File: src/rtl/tone_decoder.sv
// tone_decoder: measures the half-period of an asynchronous square wave and
// decodes it into one of eight piano notes (C4..C5).
//
// Ports:
//   CLK        in   system clock, all flops on the rising edge
//   RESET      in   asynchronous active-low reset
//   FREQ       in   asynchronous square-wave tone
//   NOTE       out  [7:0] one-hot note, bit7=C4 .. bit0=C5, 0 = none
//   NOTE_VALID out  high while a note is locked
//   NOTE_STB   out  one-cycle pulse whenever NOTE changes
//   seg        out  [7:0] active-low 7-segment pattern (only with TONE_DEC_SEG_EN)
//   an         out  [3:0] active-low digit enables (only with TONE_DEC_SEG_EN)
//
// Optional feature macro: TONE_DEC_SEG_EN adds the seg/an display outputs.
// A note locks after MATCH_N consecutive half-periods within TOL of its
// nominal HP_* value; MAX_HP cycles without an edge return to silence.

module tone_decoder #(
   parameter int HP_C4   = 191110,
   parameter int HP_D4   = 170265,
   parameter int HP_E4   = 151685,
   parameter int HP_F4   = 143172,
   parameter int HP_G4   = 127551,
   parameter int HP_A4   = 113636,
   parameter int HP_B4   = 101239,
   parameter int HP_C5   = 95557,
   parameter int TOL     = 1024,
   parameter int MATCH_N = 4,
   parameter int MAX_HP  = 262143
) (
   input  logic       CLK,
   input  logic       RESET,
   input  logic       FREQ,
   output logic [7:0] NOTE,
   output logic       NOTE_VALID,
   output logic       NOTE_STB
`ifdef TONE_DEC_SEG_EN
   ,
   output logic [7:0] seg,
   output logic [3:0] an
`endif
);

   typedef enum logic [1:0] {
      SILENT  = 2'd0,
      ACQUIRE = 2'd1,
      LOCKED  = 2'd2
   } state_t;

   // Nominal half-periods indexed by NOTE bit position.
   localparam int HP_TAB [0:7] = '{HP_C5, HP_B4, HP_A4, HP_G4, HP_F4, HP_E4, HP_D4, HP_C4};
   localparam logic [19:0] MAX_HP_C  = 20'(MAX_HP);
   localparam logic [3:0]  MATCH_C   = 4'(MATCH_N);

   // Returns the one-hot note whose nominal half-period is within TOL of the
   // measurement; scanning from bit 7 down makes the highest index win.
   function automatic logic [7:0] classify(input logic [19:0] meas);
      logic [7:0] hit;
      int         m;
      hit = 8'h00;
      m   = int'(meas);
      for (int i = 7; i >= 0; i--) begin
         if ((hit == 8'h00) && (m >= HP_TAB[i] - TOL) && (m <= HP_TAB[i] + TOL)) begin
            hit[i] = 1'b1;
         end else begin
            hit = hit;
         end
      end
      return hit;
   endfunction

`ifdef TONE_DEC_SEG_EN
   // Active-low segment pattern (bit0=a .. bit6=g, bit7=dp) for a note.
   function automatic logic [7:0] seg_of(input logic [7:0] note);
      logic [7:0] pat;
      case (note)
         8'b1000_0000: pat = 8'hC6;
         8'b0100_0000: pat = 8'hA1;
         8'b0010_0000: pat = 8'h86;
         8'b0001_0000: pat = 8'h8E;
         8'b0000_1000: pat = 8'hC2;
         8'b0000_0100: pat = 8'h88;
         8'b0000_0010: pat = 8'h83;
         8'b0000_0001: pat = 8'h46;
         default:      pat = 8'hFF;
      endcase
      return pat;
   endfunction
`endif

   logic        freq_s1_r, freq_s2_r, freq_d_r;
   logic        edge_s, timeout_s, lock_s;
   logic [19:0] hp_cnt_r, hp_cnt_n;
   logic [7:0]  cand_s;
   state_t      state_r, state_e, state_n;
   logic [3:0]  mcnt_r, mcnt_e, mcnt_n;
   logic [7:0]  cand_r, cand_e, cand_n;
   logic [7:0]  note_r, note_n;
   logic        valid_r, valid_n, stb_r;
`ifdef TONE_DEC_SEG_EN
   logic [7:0]  seg_r;
   logic [3:0]  an_r;
`endif

   // freq_d_r is the previous synchronized sample, used only for edge detection.
   assign edge_s    = freq_s2_r ^ freq_d_r;
   assign timeout_s = (hp_cnt_r == MAX_HP_C) && !edge_s;
   assign cand_s    = classify(hp_cnt_r);

   // Synchronizer and half-period counter.
   always_ff @(posedge CLK or negedge RESET) begin
      if (!RESET) begin
         freq_s1_r <= 1'b0;
         freq_s2_r <= 1'b0;
         freq_d_r  <= 1'b0;
         hp_cnt_r  <= 20'd0;
      end else begin
         freq_s1_r <= FREQ;
         freq_s2_r <= freq_s1_r;
         freq_d_r  <= freq_s2_r;
         hp_cnt_r  <= hp_cnt_n;
      end
   end

   // Half-period counter next value: restart at 1 on an edge, saturate at MAX_HP.
   always_comb begin
      hp_cnt_n = hp_cnt_r;
      if (edge_s) begin
         hp_cnt_n = 20'd1;
      end else if (hp_cnt_r == MAX_HP_C) begin
         hp_cnt_n = hp_cnt_r;
      end else begin
         hp_cnt_n = hp_cnt_r + 20'd1;
      end
   end

   // Tracking decision for the current candidate, applied only in edge cycles.
   always_comb begin
      state_e = state_r;
      mcnt_e  = mcnt_r;
      cand_e  = cand_r;
      case (state_r)
         SILENT: begin
            if (cand_s != 8'h00) begin
               state_e = ACQUIRE;
               cand_e  = cand_s;
               mcnt_e  = 4'd1;
            end else begin
               state_e = SILENT;
            end
         end
         ACQUIRE: begin
            if (cand_s == 8'h00) begin
               cand_e = 8'h00;
               mcnt_e = 4'd0;
            end else if (cand_s == cand_r) begin
               mcnt_e = mcnt_r + 4'd1;
            end else begin
               cand_e = cand_s;
               mcnt_e = 4'd1;
            end
         end
         LOCKED: begin
            if (cand_s == note_r) begin
               state_e = LOCKED;
            end else if (cand_s == 8'h00) begin
               state_e = ACQUIRE;
               cand_e  = 8'h00;
               mcnt_e  = 4'd0;
            end else begin
               state_e = ACQUIRE;
               cand_e  = cand_s;
               mcnt_e  = 4'd1;
            end
         end
         default: begin
            state_e = SILENT;
            cand_e  = 8'h00;
            mcnt_e  = 4'd0;
         end
      endcase
   end

   // Lock completes in the same update that brings the match count to MATCH_N.
   assign lock_s = edge_s && (state_e == ACQUIRE) && (mcnt_e == MATCH_C);

   // Next-state/outputs: an edge has priority over the silence timeout.
   always_comb begin
      state_n = state_r;
      mcnt_n  = mcnt_r;
      cand_n  = cand_r;
      note_n  = note_r;
      valid_n = valid_r;
      if (lock_s) begin
         state_n = LOCKED;
         mcnt_n  = mcnt_e;
         cand_n  = cand_e;
         note_n  = cand_e;
         valid_n = 1'b1;
      end else if (edge_s) begin
         state_n = state_e;
         mcnt_n  = mcnt_e;
         cand_n  = cand_e;
      end else if (timeout_s) begin
         state_n = SILENT;
         mcnt_n  = 4'd0;
         cand_n  = 8'h00;
         note_n  = 8'h00;
         valid_n = 1'b0;
      end else begin
         state_n = state_r;
      end
   end

   // Tracking state and registered outputs.
   always_ff @(posedge CLK or negedge RESET) begin
      if (!RESET) begin
         state_r <= SILENT;
         mcnt_r  <= 4'd0;
         cand_r  <= 8'h00;
         note_r  <= 8'h00;
         valid_r <= 1'b0;
         stb_r   <= 1'b0;
      end else begin
         state_r <= state_n;
         mcnt_r  <= mcnt_n;
         cand_r  <= cand_n;
         note_r  <= note_n;
         valid_r <= valid_n;
         stb_r   <= (note_n != note_r);
      end
   end

`ifdef TONE_DEC_SEG_EN
   // Display outputs registered alongside NOTE so they always agree.
   always_ff @(posedge CLK or negedge RESET) begin
      if (!RESET) begin
         seg_r <= 8'hFF;
         an_r  <= 4'hF;
      end else begin
         seg_r <= seg_of(note_n);
         an_r  <= valid_n ? 4'b1110 : 4'b1111;
      end
   end

   assign seg = seg_r;
   assign an  = an_r;
`endif

   assign NOTE       = note_r;
   assign NOTE_VALID = valid_r;
   assign NOTE_STB   = stb_r;

endmodule

File: config.mk
export PLATFORM = sky130hd
export DESIGN_NAME = tone_decoder
export DESIGN_NICKNAME = d
export VERILOG_FILES = /design/src/rtl/tone_decoder.sv
export SDC_FILE = /design/constraint.sdc
export NUM_CORES = 1
export LEC_CHECK = 0
export CAP_MARGIN = 20
export CELL_PAD_IN_SITES_DETAIL_PLACEMENT = 1
export CELL_PAD_IN_SITES_GLOBAL_PLACEMENT = 1
export CORE_ASPECT_RATIO = 0.9
export CORE_UTILIZATION = 35
export CTS_BUF_LIST = sky130_fd_sc_hd__clkbuf_8
export DETAILED_ROUTE_END_ITERATION = 16
export GPL_TIMING_DRIVEN = 0
export PLACE_DENSITY = 0.69
export SYNTH_ARGS = -nofsm -noshare
export SYNTH_HDL_FRONTEND = slang
export SYNTH_SLANG_ARGS = --single-unit
File: constraint.sdc
create_clock -name CLK -period 10.17 [get_ports CLK]
set_input_delay 3.051 -clock CLK [delete_from_list [all_inputs] [get_ports CLK]]
set_output_delay 3.051 -clock CLK [all_outputs]
set_load 0.005 [all_outputs]
Word level (Yosys, flattened, before mapping)
Cells that the tools add are included.
{"block": "word_totals", "register_bits": 47, "inputBits": 3, "elab_cells": 111}
{"block": "classes", "add_sub_neg": 2, "order_cmp": 16, "eq_ne": 10, "n_mux": 40, "bitwise": 1, "reduce_logical": 32}
{"op": "$mux W8", "count": 11}
{"op": "$ge A20 B17 Y1 const B", "count": 4}
{"op": "$ge A20 B18 Y1 const B", "count": 4}
{"op": "$le A20 B17 Y1 const B", "count": 4}
{"op": "$le A20 B18 Y1 const B", "count": 4}
{"op": "$logic_not A8 Y1", "count": 8}
{"op": "$mux W20", "count": 2}
{"op": "$mux W4", "count": 7}
{"op": "$pmux W8 S3", "count": 1}
{"op": "$add A20 B1 Y20 const B", "count": 1}
{"op": "$eq A20 B18 Y1 const B", "count": 1}
{"op": "$logic_and A1 B1 Y1", "count": 18}
{"op": "$eq A8 B8 Y1", "count": 2}
{"op": "$mux W1", "count": 13}
{"op": "$pmux W4 S3", "count": 1}
{"op": "$mux W2", "count": 4}
{"op": "$ne A8 B8 Y1", "count": 1}
{"op": "$reduce_bool A8 Y1", "count": 1}
{"op": "$pmux W2 S3", "count": 1}
{"op": "$add A4 B1 Y4 const B", "count": 1}
{"op": "$eq A2 B1 Y1 const B", "count": 2}
{"op": "$eq A4 B3 Y1 const B", "count": 1}
{"op": "$reduce_bool A3 Y1", "count": 1}
{"op": "$eq A2 B2 Y1 const B", "count": 1}
{"op": "other kinds (7)", "count": 7}

Depth between registers and ports, before layout
Gate-level depths: netlist (run 1).
{"block": "logic_depth", "word_depth": 39, "ltp_mapped": 15}

Least setup slack after synthesis (run 1)
OpenSTA, ideal clock, no wires.
{"block": "synth_path", "kind": "reg-to-reg", "startpoint": "reg hp_cnt_r[18]", "endpoint": "reg stb_r (netlist: NOTE_STB)", "t_arrival_ns": 3.851, "slack_ns": 6.185, "path_stages_with_launch": 15, "n_path_buf": 1, "cell_sequence": "dfrtp_1 -> buf_2 -> or4b_1 -> nor4_1 -> a21oi_1 -> xnor2_1 -> nor4b_1 -> and4_1 -> or3_1 -> nand4b_1 -> nor4_4 -> nand2b_1 -> a2111o_1 -> o41ai_1 -> o21ai_1"}
{"block": "synth_via", "elab_chain_cells": 39}
{"item": "start, declared", "line_no": "93", "rtl": "logic [19:0] hp_cnt_r, hp_cnt_n;"}
{"item": "start signal, assigned", "line_no": "121", "rtl": "hp_cnt_r <= hp_cnt_n;"}
{"item": "$ge A20 B18 Y1 / $le A20 B18 Y1 (equally long branches)", "line_no": "63", "rtl": "if ((hit == 8'h00) && (m >= HP_TAB[i] - TOL) && (m <= HP_TAB[i] + TOL)) begin"}
{"item": "$logic_and A1 B1 Y1", "line_no": "63"}
{"item": "$mux W1", "line_no": "63"}
{"item": "$logic_not A8 Y1", "line_no": "63"}
{"item": "$logic_and A1 B1 Y1 (2 in series)", "line_no": "63"}
{"item": "$mux W1", "line_no": "63"}
{"item": "$logic_not A8 Y1", "line_no": "63"}
{"item": "$logic_and A1 B1 Y1 (2 in series)", "line_no": "63"}
{"item": "(+21 left out)"}
{"item": "$eq A8 B8 Y1 (tied with other cells)", "line_no": "156", "rtl": "end else if (cand_s == cand_r) begin"}
{"item": "$mux W4 (tied with other cells)", "line_no": "156"}
{"item": "$mux W4 (tied with other cells)", "line_no": "153", "rtl": "if (cand_s == 8'h00) begin"}
{"item": "$pmux W4 S3 / $eq A2 B1 Y1 (equally long branches)", "line_no": "142, 185"}
{"item": "$eq A4 B3 Y1 / $logic_and A1 B1 Y1 (equally long branches)", "line_no": "185", "rtl": "assign lock_s = edge_s && (state_e == ACQUIRE) && (mcnt_e == MATCH_C);"}
{"item": "$logic_and A1 B1 Y1", "line_no": "185"}
{"item": "$mux W8 *", "line_no": "194", "rtl": "if (lock_s) begin"}
{"item": "$ne A8 B8 Y1 *", "line_no": "230", "rtl": "stb_r <= (note_n != note_r);"}
{"item": "end signal, assigned", "line_no": "230"}
{"item": "end, declared", "line_no": "99", "rtl": "logic valid_r, valid_n, stb_r;"}
Every way passes the cells marked *; elsewhere a longest branch is shown, timed or not.
A chain may end at the register's enable or synchronous reset.

Final worst setup path (run 1)
{"block": "layout_path", "startpoint": "reg hp_cnt_r[6]", "endpoint": "reg stb_r (netlist: NOTE_STB)"}
Same word-level chain as after synthesis.

==> results.json, run 1 <==
{
  "status": "complete, no violations",
  "holdCritStartpoint": "freq_s1_r",
  "crit_start": "hp_cnt_r[6]",
  "row_count": 34,
  "dieArea_um2": 10800,
  "wl_per_cell_um": 19.9,
  "worstPathMaxFanout": 10,
  "grt_pass1_wl_mm": 18.9,
  "ys_async_sr_fraction_pct": 100,
  "crit_buf_inv": 2,
  "clock_latency_ps": 310,
  "synth.top_cells.by_area": "dfrtp_1 (32%), nor2_1 (4.3%), xor2_1 (3.9%), nand2_1 (3.6%), xnor2_1 (3.4%)",
  "core_um2": 9870,
  "rsz0062_at_grt": "false",
  "syn-num-nets": 435,
  "cpPeakStageDelay_ps": 810,
  "holdCritPathClass": "reg -> reg",
  "ir_drop_mv": 0.0653,
  "synth_cell_types": 74,
  "cp.arrival_ps": 5230,
  "grt_overflow": 0,
  "syn_inst": 426,
  "dr_total_vias": 3447,
  "cpLargestDelayFamily": "simple AND/OR/NAND/NOR gates",
  "dieWidth_um": 109,
  "clkSlewWorstSetupHoldPaths_ps": 100,
  "start_util_pct": 36.7,
  "globalRouteTotalUtil_pct": 22.7,
  "wl_mm": 11.4,
  "numPortBuffers": 12,
  "num_antenna_cells": 0,
  "die_h_um": 98.5,
  "yosysWarnings": 0,
  "synth.avg_cell_area_um2": 8.50,
  "tightestPinTransition_ps": 1090,
  "worst-setup-path-type": "reg -> reg",
  "hpwl_mm": 8.68,
  "period_needed_ps": 5040,
  "ios": 13,
  "slew_headroom_pct": 25.2,
  "endpoint_kind": "register",
  "p_total_mw": 0.409,
  "grt_max_degree": 30,
  "fin_nets": 455,
  "drv_slew": 0,
  "antenna_found_initial": 0,
  "finalHoldViolations": 0,
  "numCtsBuffers": 5,
  "max-cap-violations": 0,
  "area_growth_pct": 11.8,
  "cts_tree": "yes",
  "cts_setup_buffers": 0,
  "fin_crit_sh_pct": 49.6,
  "powerDensity_nw_per_um2": 101,
  "synth-main-ff-cell": "dfrtp_1",
  "htree_levels": 2,
  "cts_hold_buf": 0,
  "path_cells": "buf_6 > and2_1 > clkbuf_1 > nand3_1 > a211oi_1 > xor2_1 > nor4b_1 > and4_1 > or3_1 > nand4b_1 > nor4_4 > nand2b_1 > a2111o_1 > o41ai_1 > o21ai_1",
  "setup_viol": 0,
  "ant_nets": 0,
  "drt_iter0_markers": 169,
  "finalSetupTns_ps": 0,
  "cts_num_sinks": 47,
  "yosysTopAreaCell": "dfrtp_1",
  "ys_seq_elements": 47,
  "post-route-cell-area_um2": 4050,
  "synth-edff-count": 0,
  "drc": 0,
  "vias_per_cell": 6.02,
  "seq_area_frac_synth_pct": 32.5,
  "finalWeightedCongestion": 0.895,
  "synth.top_cell.area_share_pct": 32.5,
  "cellLeakagePower_nw": 1.73,
  "grt_pass1_vias": 3465,
  "worstSetupStartpointType": "register",
  "netlist_area_um2": 3620,
  "place_area_um2": 3910,
  "cts_buffer_depth": 2,
  "cp_slowest_cell": "a211oi_1",
  "reg2reg_from": "hp_cnt_r[6]",
  "fmax_mhz": 198,
  "clock_skew_ps": 5.10,
  "layout-drive-gt1-share_pct": 10.3,
  "setup_ws_ps": 5130,
  "cts_resized": 0,
  "first_pass_iters": 5,
  "required_ps": 10350,
  "cts_root_buf": "clkbuf_8",
  "dp_slack_ps": 5140
}
==> per-layer routing <==
layer,GRT usage (%),part of all wire (%),vias to the layer above
met4,3.79,0.55,0
met1,34.9,51,1735
li1,-,-,1628
met2,34.0,44,76
met3,3.17,3.9,8
met5,0,0,-
==> cells by family after synthesis <==
group	Yosys count	synth area share [%]
xor+xnor	30	7.26
mux	6	1.66
simple gates	197	31.1
fa+ha+maj	6	2.07
flops	47	32.5
compound gates	102	20.7
buf+inv	38	4.74
==> cell type report <==
cell class	count	area [µm²]
plain buffers	27	130
well taps	126	158
fillers	1194	5820
clock buffers	5	68.8
multi-input cells	341	2270
flip-flops and latches	47	1180
repair buffers	13	135
clock inverters	3	63.8
inverters	11	41.3
==> state kept, by name (all words and copies together) (netlist names) <==
register	flops
freq_d_r	1
NOTE_VALID	1
freq_s1_r	1
cand_r	8
mcnt_r	4
state_r	2
freq_s2_r	1
NOTE	8
NOTE_STB	1
hp_cnt_r	20
==> cells in the final DEF, fill, tap and decap left out, types with 6 or more instances in the layout <==
master and n:
nand3_1 23, xnor2_1 14, a21oi_1 11, nand2_1 35, o211ai_1 7, a211oi_1 7, or3_1 10, clkbuf_1 7
buf_2 18, nor4_1 8, dfrtp_1 47, nand4_1 10, or2_2 7, a22o_1 8, clkdlybuf4s50_1 11, nor2b_1 6
inv_1 12, xor2_1 16, ha_1 6, o21ai_0 17, mux2i_1 6, and3_1 8, nor2_1 41, nor3_1 8
==> report_power, final <==
part           internal, mW  total (mW)  switching [mW]
combinational        0.0161      0.0455          0.0294
clock                0.0974       0.168          0.0707
sequential            0.190       0.195         0.00513
==> Yosys cell counts, drive strengths merged (4+ instances only) <==
library cell / number
nand3: 23
a211oi: 7
o21ai: 20
nor2b: 6
xnor2: 14
nor3: 9
and3: 8
nand2: 36
nand4b: 5
a22o: 8
buf: 20
or2: 7
nor4: 10
or4: 5
ha: 6
inv: 11
or3: 10
o211ai: 7
a21oi: 12
nor3b: 5
mux2i: 6
nor2: 41
nand4: 10
nand2b: 4
clkbuf: 7
dfrtp: 47
xor2: 16
==> worst paths after layout <==
path | end | slack (ps) | depth (start not counted)
max in group asynchronous | NOTE[5] | 6950 | 2
worst max-delay path | NOTE_STB | 5130 | 15
min in group asynchronous | hp_cnt_r[4] | 2690 | 1
worst max register to register | NOTE_STB | 5130 | 15
worst min register to register | freq_s2_r | 370 | 0
worst min-delay path | freq_s2_r | 370 | 0
==> through the flow <==
stage / instances / utilization, % / hold WS (ps)
floorplan: 426 / - / 331
global placement: 564 / 39.5 / 337
detailed placement: 565 / 39.6 / 336
CTS: 573 / 41.0 / 369
global route: 573 / 41.0 / 382
finish: 573 / 41.0 / 366
No activity file was read; power rests on OpenSTA's default activity.
==> inputs of run 2 (changes only) <==
==> constraint.sdc (replaced) <==
create_clock -name CLK -period 5.15 [get_ports CLK]
set_input_delay 1.545 -clock CLK [delete_from_list [all_inputs] [get_ports CLK]]
set_output_delay 1.545 -clock CLK [all_outputs]
set_load 0.005 [all_outputs]
==> results.json, run 2 (same netlist as run 1, synthesis figures left out) <==
{
  "status": "complete, no violations",
  "worstPathMaxFanout": 8,
  "holdCritStartpoint": "freq_s1_r",
  "cellLeakagePower_nw": 1.74,
  "antenna_found_initial": 0,
  "finalHoldViolations": 0,
  "grt_pass1_wl_mm": 18.9,
  "cts_tree": "yes",
  "wl_mm": 11.5,
  "hpwl_mm": 8.68,
  "clockPowerShare_pct": 41.0,
  "ios": 13,
  "fin_nets": 457,
  "rsz0062_at_grt": "false",
  "setup_viol": 0,
  "ir_drop_mv": 0.129,
  "fmax_mhz": 211,
  "drt_iter0_markers": 163,
  "htree_levels": 2,
  "core_um2": 9870,
  "wl_per_cell_um": 20.1,
  "busiest_layer": "met1",
  "finalWeightedCongestion": 0.895,
  "hold_end": "freq_s2_r",
  "r2r_cells": 15,
  "fin_crit_sh_pct": 92.0,
  "dieWidth_um": 109,
  "clock_latency_ps": 300,
  "worst-setup-path-type": "reg -> reg",
  "sw_frac_of_total_pct": 25.6,
  "post-route-util_pct": 41.4,
  "area_growth_pct": 12.8,
  "dieArea_um2": 10800,
  "clkSlewWorstSetupHoldPaths_ps": 100,
  "finalSetupTns_ps": 0,
  "comb_power_share_pct": 11.2,
  "clock_skew_ps": 4.61,
  "row_count": 34,
  "grt_use_met2_pct": 34.0,
  "min_path_cells": 0,
  "drv_slew": 0,
  "tightestPinTransition_ps": 959,
  "max-cap-violations": 0,
  "grt_max_degree": 30,
  "first_pass_iters": 5,
  "p_seq_share_pct": 47.8,
  "vias_per_cell": 6.09,
  "reg2reg_to": "NOTE_STB",
  "reg2reg_from": "hp_cnt_r[18]",
  "worstSetupStartpointType": "register",
  "layout-drive-gt1-share_pct": 11.6,
  "rrSetupSlack_ps": 410,
  "largest_reg_flops": 20,
  "fillers": 1194,
  "powerDensity_nw_per_um2": 198,
  "dr_total_vias": 3504,
  "grt_pass1_vias": 3465,
  "p_switching_mw": 0.207,
  "globalRouteTotalUtil_pct": 22.7,
  "cts_hold_buf": 0,
  "drc": 0,
  "use_met3_pct": 3.17,
  "period_needed_ps": 4740,
  "p_int_mw": 0.600,
  "die_h_um": 98.5,
  "layout_common_cells": "dfrtp_1 (47), nor2_1 (41), nand2_1 (35)",
  "largest_register": "hp_cnt_r",
  "holdCritPathClass": "reg -> reg",
  "globalRouteMet1Util_pct": 34.9,
  "cts_root_buf": "clkbuf_8",
  "cts_num_sinks": 47,
  "cts_buffer_depth": 2,
  "numCtsBuffers": 5,
  "grt_overflow": 0,
  "slew_headroom_pct": 35.9,
  "num_antenna_cells": 0,
  "numPortBuffers": 12,
  "layout_commonest_cell": "dfrtp_1",
  "ant_nets": 0,
  "required_ps": 5330,
  "start_util_pct": 36.7,
  "cp.arrival_ps": 4920,
  "endpoint_kind": "register"
}
-- run 2: changes by cell type in the layout (fill, tap and decap cells not counted), sizes merged --
| cell | delta |
|---|---|
| buf | +2 |
-- run 2: layout make-up --
| cell class | count | area [µm²] | area share, % |
|---|---|---|---|
| plain buffers | 27 | 130 | 3.19 |
| clock buffers | 5 | 68.8 | 1.69 |
| clock inverters | 3 | 63.8 | 1.56 |
| inverters | 11 | 41.3 | 1.01 |
| multi-input cells | 341 | 2290 | 56.2 |
| flip-flops and latches | 47 | 1180 | 28.8 |
| well taps | 126 | 158 | 3.86 |
| repair buffers | 15 | 150 | 3.68 |
-- run 2: how the worst max path moves through the flow --
stage | from | end | slack, ps | depth (start not counted)
4_1_cts | hp_cnt_r[1] | NOTE_STB | 70 | 14
3_3_place_gp | hp_cnt_r[6] | NOTE_STB | 240 | 15
3_5_place_dp | hp_cnt_r[1] | NOTE_STB | 120 | 14
5_1_grt | hp_cnt_r[18] | NOTE_STB | 70 | 15
2_1_floorplan | hp_cnt_r[18] | NOTE_STB | 1170 | 14
6_report | hp_cnt_r[18] | NOTE_STB | 410 | 15
-- run 2: power groups by stage --
stage	Sequential [mW]	Combinational [mW]	Clock, mW
floorplan	0.390	0.0570	0
global placement	0.392	0.0851	0
detailed placement	0.393	0.0894	0
CTS	0.386	0.0903	0.341
global route	0.388	0.100	0.358
finish	0.386	0.0902	0.331
-- run 2: through the flow --
step	area [µm²]	std cells	hold slack [ps]	setup slack (ps)	total power, mW
2_1_floorplan	3620	426	331	1170	0.447
3_3_place_gp	3900	564	337	237	0.477
3_5_place_dp	3910	565	336	122	0.483
4_1_cts	4050	573	369	71.2	0.817
5_1_grt	4080	575	382	71.6	0.846
6_report	4080	575	366	413	0.806
-- run 2: critical path, cell delays in order (launching register included) --
cell and delay [ps]:
dfrtp_1 380, buf_2 180, or4b_1 610, nor4_1 340, a21oi_1 190, xnor2_1 180
nor4b_1 470, and4_1 420, or3_1 180, nand4b_1 200, nor4_4 260, buf_4 200
nand2b_1 100, a2111o_1 440, o41ai_1 340, o21ai_1 130
-- run 2: what timing repair did --
action,in CTS,in global routing
buffers inserted,0,2
hold endpoints to repair,0,0
endpoints found under the setup margin,0,1
gates resized for setup,0,5
-- run 2: per-layer routing --
metal / wire length (µm) / vias to the layer above / share of wire (%)
met4: 57 / 0 / 0.49
met1: 5750 / 1780 / 50
li1: - / 1630 / -
met5: 0 / - / 0
met3: 520 / 6 / 4.5
met2: 5210 / 88 / 45
